`src/rtl/fp16_mul_arbiter.sv`:
```
// Round-robin arbiter that time-shares one combinational FP16 multiplier among
// NUM_REQ requesters; results are tagged with the requester index and pipelined.
module fp16_mul_arbiter #(
  parameter int NUM_REQ     = 4,
  parameter int PIPE_STAGES = 2,
  parameter int ID_W        = $clog2(NUM_REQ)
) (
  input  logic                   clk,
  input  logic                   rst_n,
  input  logic                   en,
  input  logic [NUM_REQ-1:0]     req_valid,
  input  logic [NUM_REQ*16-1:0]  req_a,
  input  logic [NUM_REQ*16-1:0]  req_b,
  output logic [NUM_REQ-1:0]     req_ready,
  output logic                   rsp_valid,
  output logic [ID_W-1:0]        rsp_id,
  output logic [15:0]            rsp_result,
  output logic                   busy,
  output logic [31:0]            op_count
);

  // Truncating FP16 multiply: no rounding and no special-value handling.
  function automatic logic [15:0] fp16_mul(input logic [15:0] a, input logic [15:0] b);
    logic [21:0] p;
    logic [11:0] ph;
    logic [4:0]  e;
    logic [9:0]  m;
    p  = 22'({1'b1, a[9:0]}) * 22'({1'b1, b[9:0]});
    ph = 12'(p >> 10);
    e  = a[14:10] + b[14:10] - 5'd15 + 5'(ph[11]);
    m  = ph[11] ? ph[10:1] : ph[9:0];
    return {a[15] ^ b[15], e, m};
  endfunction

  logic [ID_W-1:0] ptr;
  logic [ID_W-1:0] grant_idx;
  logic            grant_any;
  logic            xfer;

  always_comb begin
    int j;
    j         = 0;
    grant_any = 1'b0;
    grant_idx = '0;
    for (int i = 0; i < NUM_REQ; i++) begin
      j = int'(ptr) + i;
      if (j >= NUM_REQ) j = j - NUM_REQ;
      if (!grant_any && req_valid[j]) begin
        grant_any = 1'b1;
        grant_idx = ID_W'(j);
      end
    end
  end

  assign xfer      = rst_n & en & grant_any;
  assign req_ready = xfer ? (NUM_REQ'(1) << grant_idx) : '0;

  // Stage p0: operand capture
  logic [15:0]     a_p0;
  logic [15:0]     b_p0;
  logic [ID_W-1:0] id_p0;
  logic            vld_p0;
  logic [15:0]     prod_p0;

  always_ff @(posedge clk) begin
    if (!rst_n) begin
      ptr      <= '0;
      vld_p0   <= 1'b0;
      id_p0    <= '0;
      op_count <= '0;
    end else begin
      vld_p0 <= xfer;
      if (xfer) begin
        ptr      <= (grant_idx == ID_W'(NUM_REQ - 1)) ? '0 : grant_idx + ID_W'(1);
        id_p0    <= grant_idx;
        op_count <= op_count + 32'd1;
      end
    end
  end

  always_ff @(posedge clk) begin
    if (xfer) begin
      a_p0 <= req_a[{grant_idx, 4'b0000} +: 16];
      b_p0 <= req_b[{grant_idx, 4'b0000} +: 16];
    end
  end

  assign prod_p0 = fp16_mul(a_p0, b_p0);

  generate
    if (PIPE_STAGES == 0) begin : g_direct
      logic shown_p0;

      // Output reads zero until the first product is produced after reset.
      always_ff @(posedge clk) begin
        if (!rst_n)      shown_p0 <= 1'b0;
        else if (vld_p0) shown_p0 <= 1'b1;
      end

      assign rsp_valid  = vld_p0;
      assign rsp_id     = id_p0;
      assign rsp_result = shown_p0 ? prod_p0 : 16'h0000;
      assign busy       = vld_p0;
    end else begin : g_pipe
      // Result stages p1..pN: data loads only with a valid op, so the last stage holds.
      logic [PIPE_STAGES-1:0] vld_pr;
      logic [ID_W-1:0]        id_pr  [PIPE_STAGES];
      logic [15:0]            res_pr [PIPE_STAGES];

      always_ff @(posedge clk) begin
        if (!rst_n) begin
          vld_pr <= '0;
        end else begin
          vld_pr[0] <= vld_p0;
          for (int k = 1; k < PIPE_STAGES; k++) vld_pr[k] <= vld_pr[k-1];
        end
      end

      always_ff @(posedge clk) begin
        if (vld_p0) begin
          id_pr[0]  <= id_p0;
          res_pr[0] <= prod_p0;
        end
        for (int k = 1; k < PIPE_STAGES; k++) begin
          if (vld_pr[k-1]) begin
            id_pr[k]  <= id_pr[k-1];
            res_pr[k] <= res_pr[k-1];
          end
        end
        if (!rst_n) begin
          id_pr[PIPE_STAGES-1]  <= '0;
          res_pr[PIPE_STAGES-1] <= '0;
        end
      end

      assign rsp_valid  = vld_pr[PIPE_STAGES-1];
      assign rsp_id     = id_pr[PIPE_STAGES-1];
      assign rsp_result = res_pr[PIPE_STAGES-1];
      assign busy       = vld_p0 | (|vld_pr);
    end
  endgenerate

endmodule

```
`config.mk`:
```
export PLATFORM = sky130hd
export DESIGN_NAME = fp16_mul_arbiter
export DESIGN_NICKNAME = d
export VERILOG_FILES = /design/src/rtl/fp16_mul_arbiter.sv
export SDC_FILE = /design/constraint.sdc
export NUM_CORES = 1
export LEC_CHECK = 0
export BUFFER_PORTS_ARGS = -buffer_cell sky130_fd_sc_hd__clkbuf_2
export CORE_MARGIN = 2
export CORE_UTILIZATION = 61
export DETAILED_ROUTE_END_ITERATION = 10
export MAX_ROUTING_LAYER = met4
export PLACE_DENSITY = 0.88
export SLEW_MARGIN = 30
export SYNTH_ARGS = -nofsm -noshare
export SYNTH_HDL_FRONTEND = slang
export SYNTH_SLANG_ARGS = --single-unit
```
`constraint.sdc`:
```
create_clock -name clk -period 14 [get_ports clk]
set_input_delay 1.4 -clock clk [delete_from_list [all_inputs] [get_ports clk]]
set_output_delay 1.4 -clock clk [all_outputs]
set_load 0.02 [all_outputs]
```
==> impl_metrics.ini, run 1 <==
[timing]
min_period_over_period_pct = 50.7
hold_violations = 0
clock_skew_ns = 0.00915
worstMarginPinSlew_ns = 0.885
slew_headroom_pct = 41.0
finalCriticalPeriod_ns = 7.10
tns_ns = 0
finalMaxSlewViolations = 0
max_freq_mhz = 141
rsz0062_at_grt = no
setup_viol = 0

[layout]
final_area_sq_um = 10400
fill_cells = 1122
areaGrowthSynthToFinish_pct = 15.1
drive_above_1_share_pct = 19.5
nNetsFinal = 1464

[power]
peakVddDrop_uv = 201
switchingPower_uw = 997
p_sw_share_pct = 45.0
cellLeakagePower_nw = 5.10
power_density_nw_per_um2 = 213
clkPwrFrac_pct = 11.6
internal_power_mw = 1.22
seqPwrFrac_pct = 20.4
combPwrFrac_pct = 68.0

[clocking]
cts_root_buf = clkbuf_16
path_clk_slew_ns = 0.07
htreeDepth = 3
cts_setup_buffers = 0
cts.repair.resized = 0
holdBufCountCts = 0
insertion_delay_ns = 0.36
cts_buffers = 9
cts_tree = yes
cts_buffer_depth = 2
clkSinkCount = 107

[floorplan]
start_util_pct = 62.2
num_rows = 44
dieWidth_um = 126
core_area_sq_um = 14500
fp.dieH_um = 126
dieArea_sq_um = 15800
ioPinCount = 191

[placed_design]
place_area_sq_um = 10100
gp_congestion = 0.883
io_buffers = 190
hpwlAfterDp_um = 17000

[hold_path]
hp-start = id_p0[0]
hold_path_class = reg2reg

[critical_path]
crit_fanout = 11
startpoint_type = flip-flop
path_class = reg2reg
critPathTopFamily = adder cells
required_ns = 14.10
r2r-start = b_p0[3]
slowest_delay_ns = 0.71
cp-end-kind = flip-flop
cp-startpoint = b_p0[3]
critPathArrivalTime_ns = 7.21
worstPathBufferInverterCount = 5
cpMaxStageDelayCell = xor2_1

[logic_synthesis]
synth_fp_nets = 1304
synth_top_cells_by_area = fa_1 (18%), edfxtp_1 (17%), dfxtp_1 (13%)
ys_ff_latch = 107
synth-edff-count = 50
synthTopCellsByCount = nand2_1 (210), inv_1 (137), fa_1 (80), ha_1 (68), and2_1 (62)
synth-seq-area-share_pct = 29.2
syn_area_sq_um = 9040
yosysTopAreaCell = fa_1
yosys_warnings = 0
syn-instance-count = 1021
yosys_most_used_dff = dfxtp_1
async_flop_share_pct = 0
synth_top_area_share_pct = 17.7
synth_most_common_cell = nand2_1
ys_types = 51
avgSynthCellArea_sq_um = 8.86

[global_route]
grt_pass1_vias = 7218
antenna_found_initial = 2
grt_use_total_pct = 28.2
grt_max_degree = 68
grt_overflow = 0
grt_pass1_wl_um = 35000

[job]
cap_violations = 0

[route]
first_pass_iters = 5
detail_route.wl_per_cell_um = 15.5
avgViaCountPerCell = 5.44
ant_nets = 0
drc = 0
drt_iter0_drc = 408
finalWirelength_um = 21300
vias = 7467

[outcome]
status = completed
## registers in the layout (all words and copies together) (netlist names)
register / count
a_p0: 16
g_pipe.id_pr: 4
vld_p0: 1
id_p0: 2
op_count: 32
ptr: 2
g_pipe.res_pr: 32
g_pipe.vld_pr: 2
b_p0: 16
## through the flow
step / util, % / cells / hold slack [ns] / total power, mW / worst slack, ns
global route: 71.6 / 1372 / 0.437 / 2.47 / 6.42
CTS: 71.6 / 1370 / 0.433 / 2.22 / 6.92
floorplan: - / 1021 / 0.408 / 1.62 / 7.77
detailed placement: 69.5 / 1354 / 0.418 / 1.95 / 6.97
global placement: 69.5 / 1354 / 0.415 / 1.89 / 7.22
finish: 71.6 / 1372 / 0.433 / 2.21 / 6.90
## path summary, 6_finish.rpt
| kind | to | cells past startpoint | slack [ns] |
|---|---|---|---|
| worst min-delay path | g_pipe.id_pr[0][0] | 0 | 0.43 |
| worst max-delay path | g_pipe.res_pr[0][14] | 26 | 6.90 |
| worst min register to register | g_pipe.id_pr[0][0] | 0 | 0.43 |
| worst max register to register | g_pipe.res_pr[0][14] | 26 | 6.90 |
## cells by family after synthesis
| logic type | Yosys count | synth area share (%) |
|---|---|---|
| XOR/XNOR | 37 | 3.58 |
| multiplexers | 22 | 2.46 |
| AO/OA/AOI/OAI | 104 | 7.56 |
| buffers and inverters | 185 | 7.76 |
| flip-flops | 107 | 29.2 |
| AND/OR/NAND/NOR | 418 | 22.3 |
| adder cells (fa/ha/maj) | 148 | 27.1 |
## per-layer routing
metal | track usage (%) | share of wire [%]
met3 | 4.04 | 5.1
met4 | 8.92 | 2.7
met1 | 36.0 | 42
met2 | 46.9 | 50
met5 | - | 0
## placed cells by master, fill, tap and decap left out, types with 10 or more instances in the layout
master,n
nand2_1,209
clkbuf_2,190
inv_1,136
fa_1,80
ha_1,68
and2_1,62
dfxtp_1,57
edfxtp_1,50
and3_1,38
a31oi_1,33
xnor2_1,26
nor2_1,25
nor2b_1,20
mux2i_1,20
o21ai_0,18
nand3_1,13
a21oi_1,13
a21boi_0,13
or3_1,12
xor2_1,11
nor3_1,10
clkbuf_16,10
## area by class of cell
cell class,instances,area [sq um],share of cell area (%)
Clock buffer,11,254,2.44
Inverter,137,514,4.94
Timing Repair Buffer,197,1000,9.64
Tap cell,184,230,2.21
Antenna cell,2,5.00,0.0481
Multi-Input combinational cell,729,5710,54.8
Sequential cell,107,2640,25.4
Clock inverter,5,53.8,0.517
## power groups by stage
stage	combinational, mW	sequential (mW)	clock (mW)
4_1_cts	1.51	0.451	0.260
2_1_floorplan	1.17	0.448	0
3_3_place_gp	1.43	0.456	0
6_report	1.51	0.451	0.257
3_5_place_dp	1.50	0.458	0
5_1_grt	1.74	0.455	0.272
(Power assumes the default switching activity.)
==> inputs of run 2 (changes only) <==
--- a/config.mk
+++ b/config.mk
@@ -5,12 +5,13 @@
 export SDC_FILE = /design/constraint.sdc
 export NUM_CORES = 1
 export LEC_CHECK = 0
+export ABC_AREA = 1
 export BUFFER_PORTS_ARGS = -buffer_cell sky130_fd_sc_hd__clkbuf_2
 export CORE_MARGIN = 2
-export CORE_UTILIZATION = 61
+export CORE_UTILIZATION = 53
 export DETAILED_ROUTE_END_ITERATION = 10
 export MAX_ROUTING_LAYER = met4
-export PLACE_DENSITY = 0.88
+export PLACE_DENSITY = 0.79
 export SLEW_MARGIN = 30
 export SYNTH_ARGS = -nofsm -noshare
 export SYNTH_HDL_FRONTEND = slang
==> constraint.sdc (replaced) <==
create_clock -name clk -period 6.29 [get_ports clk]
set_input_delay 0.629 -clock clk [delete_from_list [all_inputs] [get_ports clk]]
set_output_delay 0.629 -clock clk [all_outputs]
set_load 0.02 [all_outputs]
==> impl_metrics.ini, run 2 <==
[timing]
setup_viol = 0
worstMarginPinSlew_ns = 0.865
slew_headroom_pct = 42.3
clock_skew_ns = 0.0141
finalCriticalPeriod_ns = 6.03
hold_violations = 0
finalMaxSlewViolations = 0
min_period_over_period_pct = 95.8
max_freq_mhz = 166

[critical_path]
worstRegToRegCells = 28
r2r-start = b_p0[7]
slowest_delay_ns = 0.51
cpMaxStageDelayCell = edfxtp_1
cp-end-kind = flip-flop
rr_endpoint = g_pipe.res_pr[0][14]
startpoint_type = flip-flop
reg2reg_slack_ns = 0.26
critPathArrivalTime_ns = 6.15
required_ns = 6.42
path_class = reg2reg
crit_fanout = 7

[clocking]
htreeDepth = 3
insertion_delay_ns = 0.37
cts_buffers = 9
cts_root_buf = clkbuf_16
cts_buffer_depth = 2
clkSinkCount = 107
cts_tree = yes
path_clk_slew_ns = 0.09

[logic_synthesis]
ys_types = 36
synthTopCellsByCount = nand2_1 (449), inv_1 (362), nor2_1 (104), nand3_1 (101), fa_1 (80)
ys_ff_latch = 107
async_flop_share_pct = 0
syn-instance-count = 1593
synth_fp_nets = 1876
synth-edff-count = 50
synth_top_area_share_pct = 15.4
synth_most_common_cell = nand2_1
avgSynthCellArea_sq_um = 6.85
yosys_most_used_dff = dfxtp_1
synth_top_cells_by_area = nand2_1 (15%), fa_1 (15%), edfxtp_1 (14%)
yosysTopAreaCell = nand2_1
synth-seq-area-share_pct = 24.2
yosys_warnings = 0
syn_area_sq_um = 10900

[floorplan]
dieArea_sq_um = 21800
fp.dieH_um = 147
dieWidth_um = 147
ioPinCount = 191
num_rows = 52
start_util_pct = 53.9
core_area_sq_um = 20200

[layout]
drive_above_1_share_pct = 16.0
fin_util_pct = 62.1
largestRegisters = g_pipe.res_pr: 32 flops, op_count: 32 flops
nNetsFinal = 2051
layout_common_cells = nand2_1 (444), inv_1 (362), clkbuf_2 (190)
diodes = 0
areaGrowthSynthToFinish_pct = 15.2
final_common_cell = nand2_1

[global_route]
grt_pass1_vias = 10000
antenna_found_initial = 0
grt_use_total_pct = 28.2
grt_overflow = 0
grt_pass1_wl_um = 48200
grt_max_degree = 68

[route]
avgViaCountPerCell = 5.17
finalWirelength_um = 29200
first_pass_iters = 5
vias = 10600
ant_nets = 0
drc = 0
drt_iter0_drc = 750
detail_route.wl_per_cell_um = 14.3

[placed_design]
gp_congestion = 0.962
hpwlAfterDp_um = 22700
io_buffers = 190

[hold_path]
hold_path_class = reg2reg
hp-start = id_p0[1]
hold_depth = 0
holdPathEnd = g_pipe.id_pr[0][1]

[outcome]
status = completed

[job]
cap_violations = 0
run 2: kinds of logic after synthesis:
logic type	synth area share [%]
adder cells (fa/ha/maj)	22.5
AND/OR/NAND/NOR	30.3
XOR/XNOR	2.41
flip-flops	24.2
buffers and inverters	15.9
AO/OA/AOI/OAI	4.72
run 2: worst max-delay path: cells and delay by family (launching register included):
family | cells | cell delay (ns)
buffers and inverters | 7 | 0.59
DFF | 1 | 0.51
xor gates and xnor gates | 1 | 0.16
adders and majority gates | 8 | 3.23
and+or+nand+nor | 9 | 0.97
AOI/OAI and AO/OA | 3 | 0.34
run 2: layout make-up:
cell class	count	area, sq um
Multi-Input combinational cell	1046	6620
Timing Repair Buffer	235	1290
Fill cell	1881	7660
Inverter	369	1390
Sequential cell	107	2640
Clock inverter	6	53.8
Clock buffer	10	239
Tap cell	270	338
run 2: metrics by stage:
stage          setup slack [ns]  instances  cell area [sq um]  TNS, ns  hold WS, ns
3_3_place_gp              0.222       2006              12000        0        0.412
3_5_place_dp             0.0450       2006              12000        0        0.426
5_1_grt                 -0.0347       2043              12600  -0.0347        0.458
4_1_cts                  0.0621       2022              12300        0        0.447
6_report                  0.263       2043              12600        0        0.450
2_1_floorplan             0.208       1593              10900        0        0.403
run 2: worst max-delay path by stage:
stage	from	cells past startpoint	end
after floorplan	a_p0[2]	27	g_pipe.res_pr[0][14]
after global placement	b_p0[3]	27	g_pipe.res_pr[0][14]
after detailed placement	b_p0[3]	27	g_pipe.res_pr[0][14]
after CTS	b_p0[3]	27	g_pipe.res_pr[0][14]
after global routing	a_p0[5]	27	g_pipe.res_pr[0][14]
final	b_p0[7]	28	g_pipe.res_pr[0][14]
run 2: metal layers:
| metal | vias to the layer above | wire length (um) | track usage [%] |
|---|---|---|---|
| li1 | 5217 | - | - |
| met4 | 0 | 607 | 7.45 |
| met5 | - | 0 | - |
| met3 | 42 | 1870 | 3.33 |
| met1 | 4879 | 12700 | 37.2 |
| met2 | 424 | 14000 | 46.7 |
run 2: timing repair:
| action | in CTS | in global routing |
|---|---|---|
| hold buffers | 0 | 0 |
| endpoints found under the setup margin | 0 | 3 |
| buffers inserted | 0 | 21 |
| resized for setup | 0 | 18 |
Power of run 2 is not shown: default switching activity piles up to over one toggle a cycle in this logic, so the estimate is an artifact.
